File: src/rtl/shift_sched.sv
// shift_sched: two-channel rotate-right scheduler with a single result slot.
// Each accepted request (d, c) produces d rotated right by c one cycle later.
// Arbitration happens between the two request channels.
// Configuration: define SHIFT_SCHED_RR_EN for round-robin grant. Otherwise
// grant is fixed priority, and channel 0 always wins contention.
// Ports:
//   clk, rst_n              clock, async active-low reset
//   req0_valid/ready/d/c    channel 0 request handshake, operand, rotate amount
//   req1_valid/ready/d/c    channel 1 request handshake, operand, rotate amount
//   out_valid/out_ready     result handshake
//   out, out_id             rotated result and the channel that produced it
module shift_sched #(
  parameter int unsigned W  = 8,
  parameter int unsigned AW = 3
) (
  input  logic          clk,
  input  logic          rst_n,
  input  logic          req0_valid,
  output logic          req0_ready,
  input  logic [W-1:0]  req0_d,
  input  logic [AW-1:0] req0_c,
  input  logic          req1_valid,
  output logic          req1_ready,
  input  logic [W-1:0]  req1_d,
  input  logic [AW-1:0] req1_c,
  output logic          out_valid,
  input  logic          out_ready,
  output logic [W-1:0]  out,
  output logic          out_id
);

  typedef enum logic {EMPTY = 1'b0, FULL = 1'b1} state_t;

  state_t         state_q, state_d;
  logic [W-1:0]   out_q, out_d;
  logic           id_q, id_d;
  logic           slot_free;
  logic           gnt1;
  logic           xfer;
`ifdef SHIFT_SCHED_RR_EN
  logic           last_q, last_d;
`endif

  // Rotate right: bit i takes d[(i+c) mod W]. This is the low half of {d,d} >> c.
  function automatic logic [W-1:0] rotr(input logic [W-1:0] d, input logic [AW-1:0] c);
    logic [2*W-1:0] dd;
    dd = {d, d} >> c;
    return dd[W-1:0];
  endfunction

  // State and result registers
  always_ff @(posedge clk or negedge rst_n) begin
    if (!rst_n) begin
      state_q <= EMPTY;
      out_q   <= '0;
      id_q    <= 1'b0;
`ifdef SHIFT_SCHED_RR_EN
      last_q  <= 1'b1;
`endif
    end else begin
      state_q <= state_d;
      out_q   <= out_d;
      id_q    <= id_d;
`ifdef SHIFT_SCHED_RR_EN
      last_q  <= last_d;
`endif
    end
  end

  // Grant, ready, and next-state logic
  always_comb begin
    state_d    = state_q;
    out_d      = out_q;
    id_d       = id_q;
`ifdef SHIFT_SCHED_RR_EN
    last_d     = last_q;
`endif
    req0_ready = 1'b0;
    req1_ready = 1'b0;

    slot_free = (state_q == EMPTY) || out_ready;

`ifdef SHIFT_SCHED_RR_EN
    // When both channels are valid, the grant goes to the channel that was not served last.
    gnt1 = req1_valid && (!req0_valid || !last_q);
`else
    gnt1 = req1_valid && !req0_valid;
`endif

    // Ready is held low while reset is asserted, even though the reset itself is asynchronous.
    if (rst_n && slot_free) begin
      req0_ready = req0_valid && !gnt1;
      req1_ready = req1_valid && gnt1;
    end
    xfer = req0_ready || req1_ready;

    case (state_q)
      EMPTY:   if (xfer) state_d = FULL;
      FULL:    if (out_ready && !xfer) state_d = EMPTY;
      default: state_d = EMPTY;
    endcase

    if (xfer) begin
      out_d = req1_ready ? rotr(req1_d, req1_c) : rotr(req0_d, req0_c);
      id_d  = req1_ready;
`ifdef SHIFT_SCHED_RR_EN
      last_d = req1_ready;
`endif
    end
  end

  assign out_valid = (state_q == FULL);
  assign out       = out_q;
  assign out_id    = id_q;

endmodule
File: config.mk
export PLATFORM = sky130hd
export DESIGN_NAME = shift_sched
export DESIGN_NICKNAME = d
export VERILOG_FILES = /design/src/rtl/shift_sched.sv
export SDC_FILE = /design/constraint.sdc
export NUM_CORES = 1
export LEC_CHECK = 0
export BUFFER_PORTS_ARGS = -buffer_cell sky130_fd_sc_hd__buf_2
export CORE_AREA = 2 2 92 50
export CTS_CLUSTER_DIAMETER = 80
export DETAILED_ROUTE_END_ITERATION = 12
export DIE_AREA = 0 0 94 52
export GPL_ROUTABILITY_DRIVEN = 1
export MAX_ROUTING_LAYER = met4
export PLACE_DENSITY = 0.49
export SLEW_MARGIN = 20
export SYNTH_ARGS = -nofsm -noshare
export SYNTH_HDL_FRONTEND = slang
export SYNTH_SLANG_ARGS = --single-unit
File: constraint.sdc
create_clock -name clk -period 3.7 [get_ports clk]
set_input_delay 0.37 -clock clk [delete_from_list [all_inputs] [get_ports clk]]
set_output_delay 0.37 -clock clk [all_outputs]
set_load 0.005 [all_outputs]
==> summary.txt, run 1 <==
STA
  – Max-slew violations: 0
  – Final Worst Setup Slack: 1860 ps
  – Final setup viols: 0
  – RSZ-0062 raised after global routing: no
  – Slew margin rel.: 0.722
  – Worst-Margin Slew: 418 ps
  – Setup TNS: 0 ps
  – Hold slack: 29.2 ps
  – Final worst path period share: 0.497
  – Skew final: 3.15 ps
  – Final hold vios: 0
  – Final min period: 1840 ps
  – Fmax: 544 MHz

Yosys
  – Synth Cell Area: 972 µm²
  – Synthesized flop and latch total: 10
  – Top post-synthesis cells by area: mux4_2, dfrtp_1, mux2i_1, a211oi_1, buf_6
  – Syn_area_per_cell: 13.0 µm²
  – Post-synth top area cell: mux4_2
  – Syn Nets: 102
  – Post-synth ARST share: 1.00
  – Cells after Synth: 75
  – Post-synth EDFFs: 0
  – Yosys cell types: 19
  – Ys flop type: dfrtp_1
  – Top cell type's share of synthesized area: 0.371
  – Seq/Total Area, Yosys: 0.257
  – Ys Warns: 0

Floorplan
  – Die Y: 52 µm
  – Die width: 94 µm
  – Top Ports: 39
  – Core area: 0.00415 mm²
  – Starting Density: 0.234
  – Die ar.: 0.00489 mm²
  – Rows: 17

Critical path
  – Crit start category: register
  – Slowest cell on crit path: and3_1
  – CP arrival: 1470 ps
  – Critical Path RT: 3330 ps
  – Worst reg2reg path depth: 4
  – WS Path Type: reg2out
  – CP Depth: 3
  – CP Capture Type: output pin
  – Crit path buf inv count: 1
  – CP Cell Sequence: nand2b_1 -> and3_1 -> buf_2
  – Crit path max-delay family: simple AND/OR/NAND/NOR gates
  – Worst-path fanout max: 10
  – CP peak stage delay: 460 ps

Place
  – GP Congestion: 0.765
  – HPWL after DPL: 2210 µm
  – I/O Buffers: 38
  – Pre-CTS WS: 2000 ps
  – Post-DP Area: 0.00118 mm²

Cells and area
  – Ant. Diodes: 0
  – Fillers: 437
  – Fin area: 0.00123 mm²
  – Nets: 139
  – Layout cells sized above 1: 0.550
  – Layout area overhead: 26.9%

GRT
  – First-pass GRT wire length: 4000 µm
  – Total track usage: 0.113
  – Vias in the first global route: 820
  – Initial antenna violation count: 0
  – Gr ovfl total: 0
  – Largest net degree at the start of global routing: 18

Hold path
  – Hold Crit Class: in2async

Power
  – Worst vdd ir: 93.7 µV
  – Total power: 428 µW
  – Static Leakage: 0.524 nW
  – PwrDens: 347 mW/mm²

Status
  – Status: finished, final reports clean

Job
  – Max Cap Viol: 0

CTS
  – Root Driver: clkbuf_8
  – H-tree depth: 1
  – TritonCTS Sinks: 10
  – Clock slew at reported path FFs: 50 ps
  – Max clock buf depth: 2
  – PostCTS Resize Cnt: 0
  – Worst skew pair latency: 240 ps
  – Hold Buf Count CTS: 0
  – Total CTS buffers: 3
  – Postcts setup bufs: 0
  – CTS tree: yes

Detailed routing
  – Wire length per cell: 15.5 µm
  – DRT Pass-1 Iters: 4
  – Vias: 851
  – Routed Antenna Nets: 0
  – Final Routed Wirelength: 2600 µm
  – DRC viols: 0
  – Vias/cell: 5.07
  – Initial DRC count: 36
-- where the power goes --
group	internal [mW]	switching, mW
combinational	0.0737	0.0697
clock	0.0939	0.0470
sequential	0.131	0.0131
total	0.299	0.130
-- layout by cell type, fill, tap and decap left out --
master     n
nand4b_2   1
nor2b_1    1
o22ai_1    7
nor2_1     9
a211oi_1   7
nand2b_1   1
o21ai_0    1
mux2i_1    8
nand4_1    1
mux4_2    16
dfrtp_1   10
o22ai_2    1
o211a_1    1
clkbuf_8   4
a31oi_1    1
nand2_1    1
and3_1     2
a211oi_2   1
buf_2     38
-- path summary, 6_finish.rpt --
| path | slack [ps] | startpoint | end |
|---|---|---|---|
| max | 1860 | out_valid | req0_ready |
| min in group clk | 410 | req1_valid | out_valid |
| max reg2reg | 2220 | out_valid | out[5] |
| min | 30 | rst_n | out[4] |
| min reg2reg | 520 | out_id | out_id |
| max in group asynchronous | 3420 | rst_n | out[0] |
-- routing by layer --
layer	up-vias	track usage	routed length, µm
li1	392	-	-
met1	430	0.155	1280
met2	29	0.171	1120
met3	0	0.0391	201
met4	0	0.00725	0
met5	-	-	0
-- cells in the mapped netlist (2+ instances only) --
cell,n
dfrtp_1,10
mux4_2,16
and3_1,2
buf_6,4
mux2i_1,8
a211oi_1,7
o22ai_1,7
nor2_1,9
buf_2,2
-- flip-flops by register name (all words and copies together) (netlist names) --
name	flops
out	8
out_id	1
out_valid	1
-- final cells by class --
type                       count  area (µm²)  area share
clock buffer                   4        55.1      0.0446
multi-input combinational     59         667       0.541
sequential                    10         250       0.203
tap                           57        71.3      0.0578
timing repair buffer          38         190       0.154
-- worst reg2reg max path, delay by kind of cell (launching register included) --
kind	cells	cell delay, ps
compound gates	2	410
simple gates	2	560
flops	1	370
-- kinds of logic after synthesis --
| logic type | share of synthesized area |
|---|---|
| flip-flops | 0.257 |
| multiplexers | 0.453 |
| AND/OR/NAND/NOR | 0.0862 |
| AO/OA/AOI/OAI | 0.147 |
| buffers and inverters | 0.0566 |
-- stage by stage --
step / std cells / util
final: 168 / 0.297
after global routing: 168 / 0.297
after CTS: 168 / 0.297
after detailed placement: 164 / 0.284
after global placement: 164 / 0.284
after floorplan: 75 / -
Note: power is estimated with default switching activity, not from simulation.
==> run 2, diff against run 1 <==
Settings changed: ABC_AREA from default to 1, CORE_AREA 2 2 92 50 to 2 2 97 52, DIE_AREA 0 0 94 52 to 0 0 99 54.
Clock period 3.7 ns to 1.9 ns, I/O delays scaled along.
==> run 2 against run 1 <==
Effect of this change:
- clock skew grew 0.89 ps
- register-to-register slack lost 1600 ps
- non-clock buffer count is 3 higher
- first-iteration DRC count increased to 3.2 times the previous value
- global-route usage rose by 2.0 points
- setup slack got worse by 1700 ps
- utilization grew 0.28 points
- clock power up 83%
- combinational power increased by 130%
- worst hold slack gained 140 ps
- critical path depth rose by 3
- cell count increased by 74%
- largest cell class unchanged
==> summary.txt, run 2 <==
Critical path
  – Worst r2r src: out_valid
  – Worst reg2reg path depth: 9 (+5)
  – Reg-to-reg slack, setup: 610 ps (-1610 ps)
  – CP Capture Type: output pin
  – Critical Path RT: 1710 ps (-1620 ps)
  – WS Path Type: in2out
  – CP arrival: 1570 ps (+100 ps)
  – Crit start category: input pin
  – RR Endpoint: out[2]
  – Worst-path fanout max: 11 (+1)

Yosys
  – Adder-cell share of the synthesized area: 0 (unchanged)
  – Top-count cell post-synth: nand2_1
  – Post-synth top area cell: nand2_1
  – Syn Nets: 223 (+120%)
  – Cells after Synth: 196 (+160%)
  – Largest family of logic cells by synthesized area: simple AND/OR/NAND/NOR gates
  – Synth Area in Compound Gates: 0.0170 (-0.130)
  – Synthesized flop and latch total: 10 (unchanged)
  – Syn_area_per_cell: 5.62 µm² (-57%)
  – Yosys cell types: 16 (-3)
  – Mux cell area share after synthesis: 0 (-0.453)
  – Synth cell count leaders: nand2_1, nand3_1, dfrtp_1
  – Seq/Total Area, Yosys: 0.227 (-0.0304)
  – Top cell type's share of synthesized area: 0.303 (-0.0676)
  – Ys Warns: 0 (unchanged)
  – Synth Area in Simple Gates: 0.654 (+0.568)
  – Ys flop type: dfrtp_1
  – Synth Area in XOR/XNOR: 0 (unchanged)
  – Post-synth EDFFs: 0 (unchanged)
  – Top post-synthesis cells by area: nand2_1, nand3_1, dfrtp_1, nand2_2, buf_6
  – Synth Cell Area: 0.00110 mm² (+13%)
  – Post-synth ARST share: 1.00 (unchanged)

STA
  – Slew margin rel.: 0.831 (+0.109)
  – Final min period: 1760 ps
  – Fmax: 570 MHz
  – Final Worst Setup Slack: 145 ps (-1720 ps)
  – Final setup viols: 0 (unchanged)
  – Setup TNS: 0 ps (unchanged)
  – Hold slack: 171 ps (+142 ps)
  – RSZ-0062 raised after global routing: no
  – Final worst path period share: 0.924
  – Max-slew violations: 0 (unchanged)
  – Final hold vios: 0 (unchanged)
  – Worst-Margin Slew: 254 ps (-164 ps)
  – Skew final: 4.05 ps (+0.892 ps)

Place
  – HPWL after DPL: 2900 µm (+31%)
  – DP Cell Count: 288 (+76%)
  – Pre-CTS WS: 549 ps (-1450 ps)
  – Post-DP Area: 0.00132 mm² (+12%)
  – GP Congestion: 0.901 (+18%)
  – I/O Buffers: 38 (unchanged)

Cells and area
  – Most frequent cells in the layout: nand2_1, nand3_1, buf_2
  – Number of flip-flops under the largest register name: 8 (unchanged)
  – Layout cells sized above 1: 0.258 (-0.292)
  – Layout Cells excl Fill: 293 (+74%)
  – Ant. Diodes: 0 (unchanged)
  – Commonest non-fill, non-tap cell in the layout: nand2_1
  – Layout area overhead: 25.8%
  – Util after Layout: 0.300 (+0.00284)
  – Fin area: 0.00139 mm² (+12%)
  – Fillers: 533 (+22%)
  – Nets: 261 (+88%)

Floorplan
  – Starting Density: 0.239 (+0.00436)
  – Die width: 99 µm (+5.3%)
  – Die ar.: 0.00535 mm² (+9.4%)
  – Core area: 0.00462 mm² (+11%)
  – Rows: 18 (+1)
  – Top Ports: 39 (unchanged)
  – Die Y: 54 µm (+3.8%)

CTS
  – Clock slew at reported path FFs: 50 ps (about the same)
  – Root Driver: clkbuf_8
  – Max clock buf depth: 2 (unchanged)
  – PostCTS Resize Cnt: 0 (unchanged)
  – Postcts setup bufs: 0 (unchanged)
  – Total CTS buffers: 3 (unchanged)
  – H-tree depth: 1 (unchanged)
  – Worst skew pair latency: 230 ps (about the same)
  – CTS tree: yes
  – Hold Buf Count CTS: 1 (+1)
  – TritonCTS Sinks: 10 (unchanged)

GRT
  – Gr ovfl total: 0 (unchanged)
  – Initial antenna violation count: 0 (unchanged)
  – Largest net degree at the start of global routing: 12 (-6)
  – Total track usage: 0.133 (+0.0200)
  – Vias in the first global route: 1155 (+41%)
  – First-pass GRT wire length: 5420 µm (+36%)

Detailed routing
  – Wire length per cell: 11.5 µm (-26%)
  – Routed Antenna Nets: 0 (unchanged)
  – Initial DRC count: 114 (+220%)
  – DRC viols: 0 (unchanged)
  – Final Routed Wirelength: 3380 µm (+30%)
  – Vias/cell: 4.66 (-8.0%)
  – DRT Pass-1 Iters: 4 (unchanged)
  – Vias: 1365 (+60%)

Power
  – Total power: 871 µW (+100%)
  – Static Leakage: 0.805 nW (+54%)
  – Worst vdd ir: 269 µV (+190%)
  – PwrDens: 628 mW/mm² (+81%)

Job
  – Max Cap Viol: 0 (unchanged)

Hold path
  – Hold Crit Class: in2reg
  – Hold path depth: 2
  – Hold Path End: out_valid
  – Hold path startpoint: out_ready

Status
  – Status: finished, final reports clean
run 2: cell types whose count changed after synthesis, moves of 8 or more:
cell / previous run / this run
mux4_2: 16 / 0
nand3_1: 0 / 64
nand2_2: 0 / 8
nor2_1: 9 / 1
mux2i_1: 8 / 0
nand2_1: 1 / 89
run 2: worst max-delay path by stage:
stage / endpoint / depth (start not counted) / slack, ps / start
final: req1_ready / 6 / 140 / rst_n
after global routing: req1_ready / 6 / 20 / rst_n
after CTS: req1_ready / 6 / 140 / rst_n
after detailed placement: out[2] / 9 / 550 / rst_n
after global placement: out[2] / 9 / 580 / rst_n
after floorplan: out_id / 7 / 770 / out_valid
run 2: per-layer routing:
metal	GRT usage	wire length, µm	part of all wire	up-vias
met5	-	0	0	-
li1	-	-	-	717
met3	0.0416	301	0.089	0
met2	0.157	1120	0.33	63
met4	0	0	0	0
met1	0.217	1960	0.58	585
run 2: cells by family (layout without fill, tap and decap cells):
group,Yosys count,in the layout
buffers and inverters,19,56
AO/OA/AOI/OAI,3,3
AND/OR/NAND/NOR,164,164
flip-flops,10,10
run 2: layout make-up:
type	instances	area, µm²	share of cell area
multi-input combinational	167	739	0.533
clock buffer	4	55.1	0.0397
timing repair buffer	41	215	0.155
tap	60	75.1	0.0542
inverter	11	51.3	0.0370
sequential	10	250	0.181
run 2: report_power, final:
group,internal (mW),switching (mW),leakage (nW)
sequential,0.257,0.0273,0.125
combinational,0.132,0.196,0.651
clock,0.182,0.0765,0.0288
total,0.571,0.300,0.805
run 2: worst max-delay path, stage by stage:
cell	delay [ps]
dlygate4sd3_1	520
buf_2	260
o21ai_2	110
nor2_2	140
buf_4	200
buf_2	140
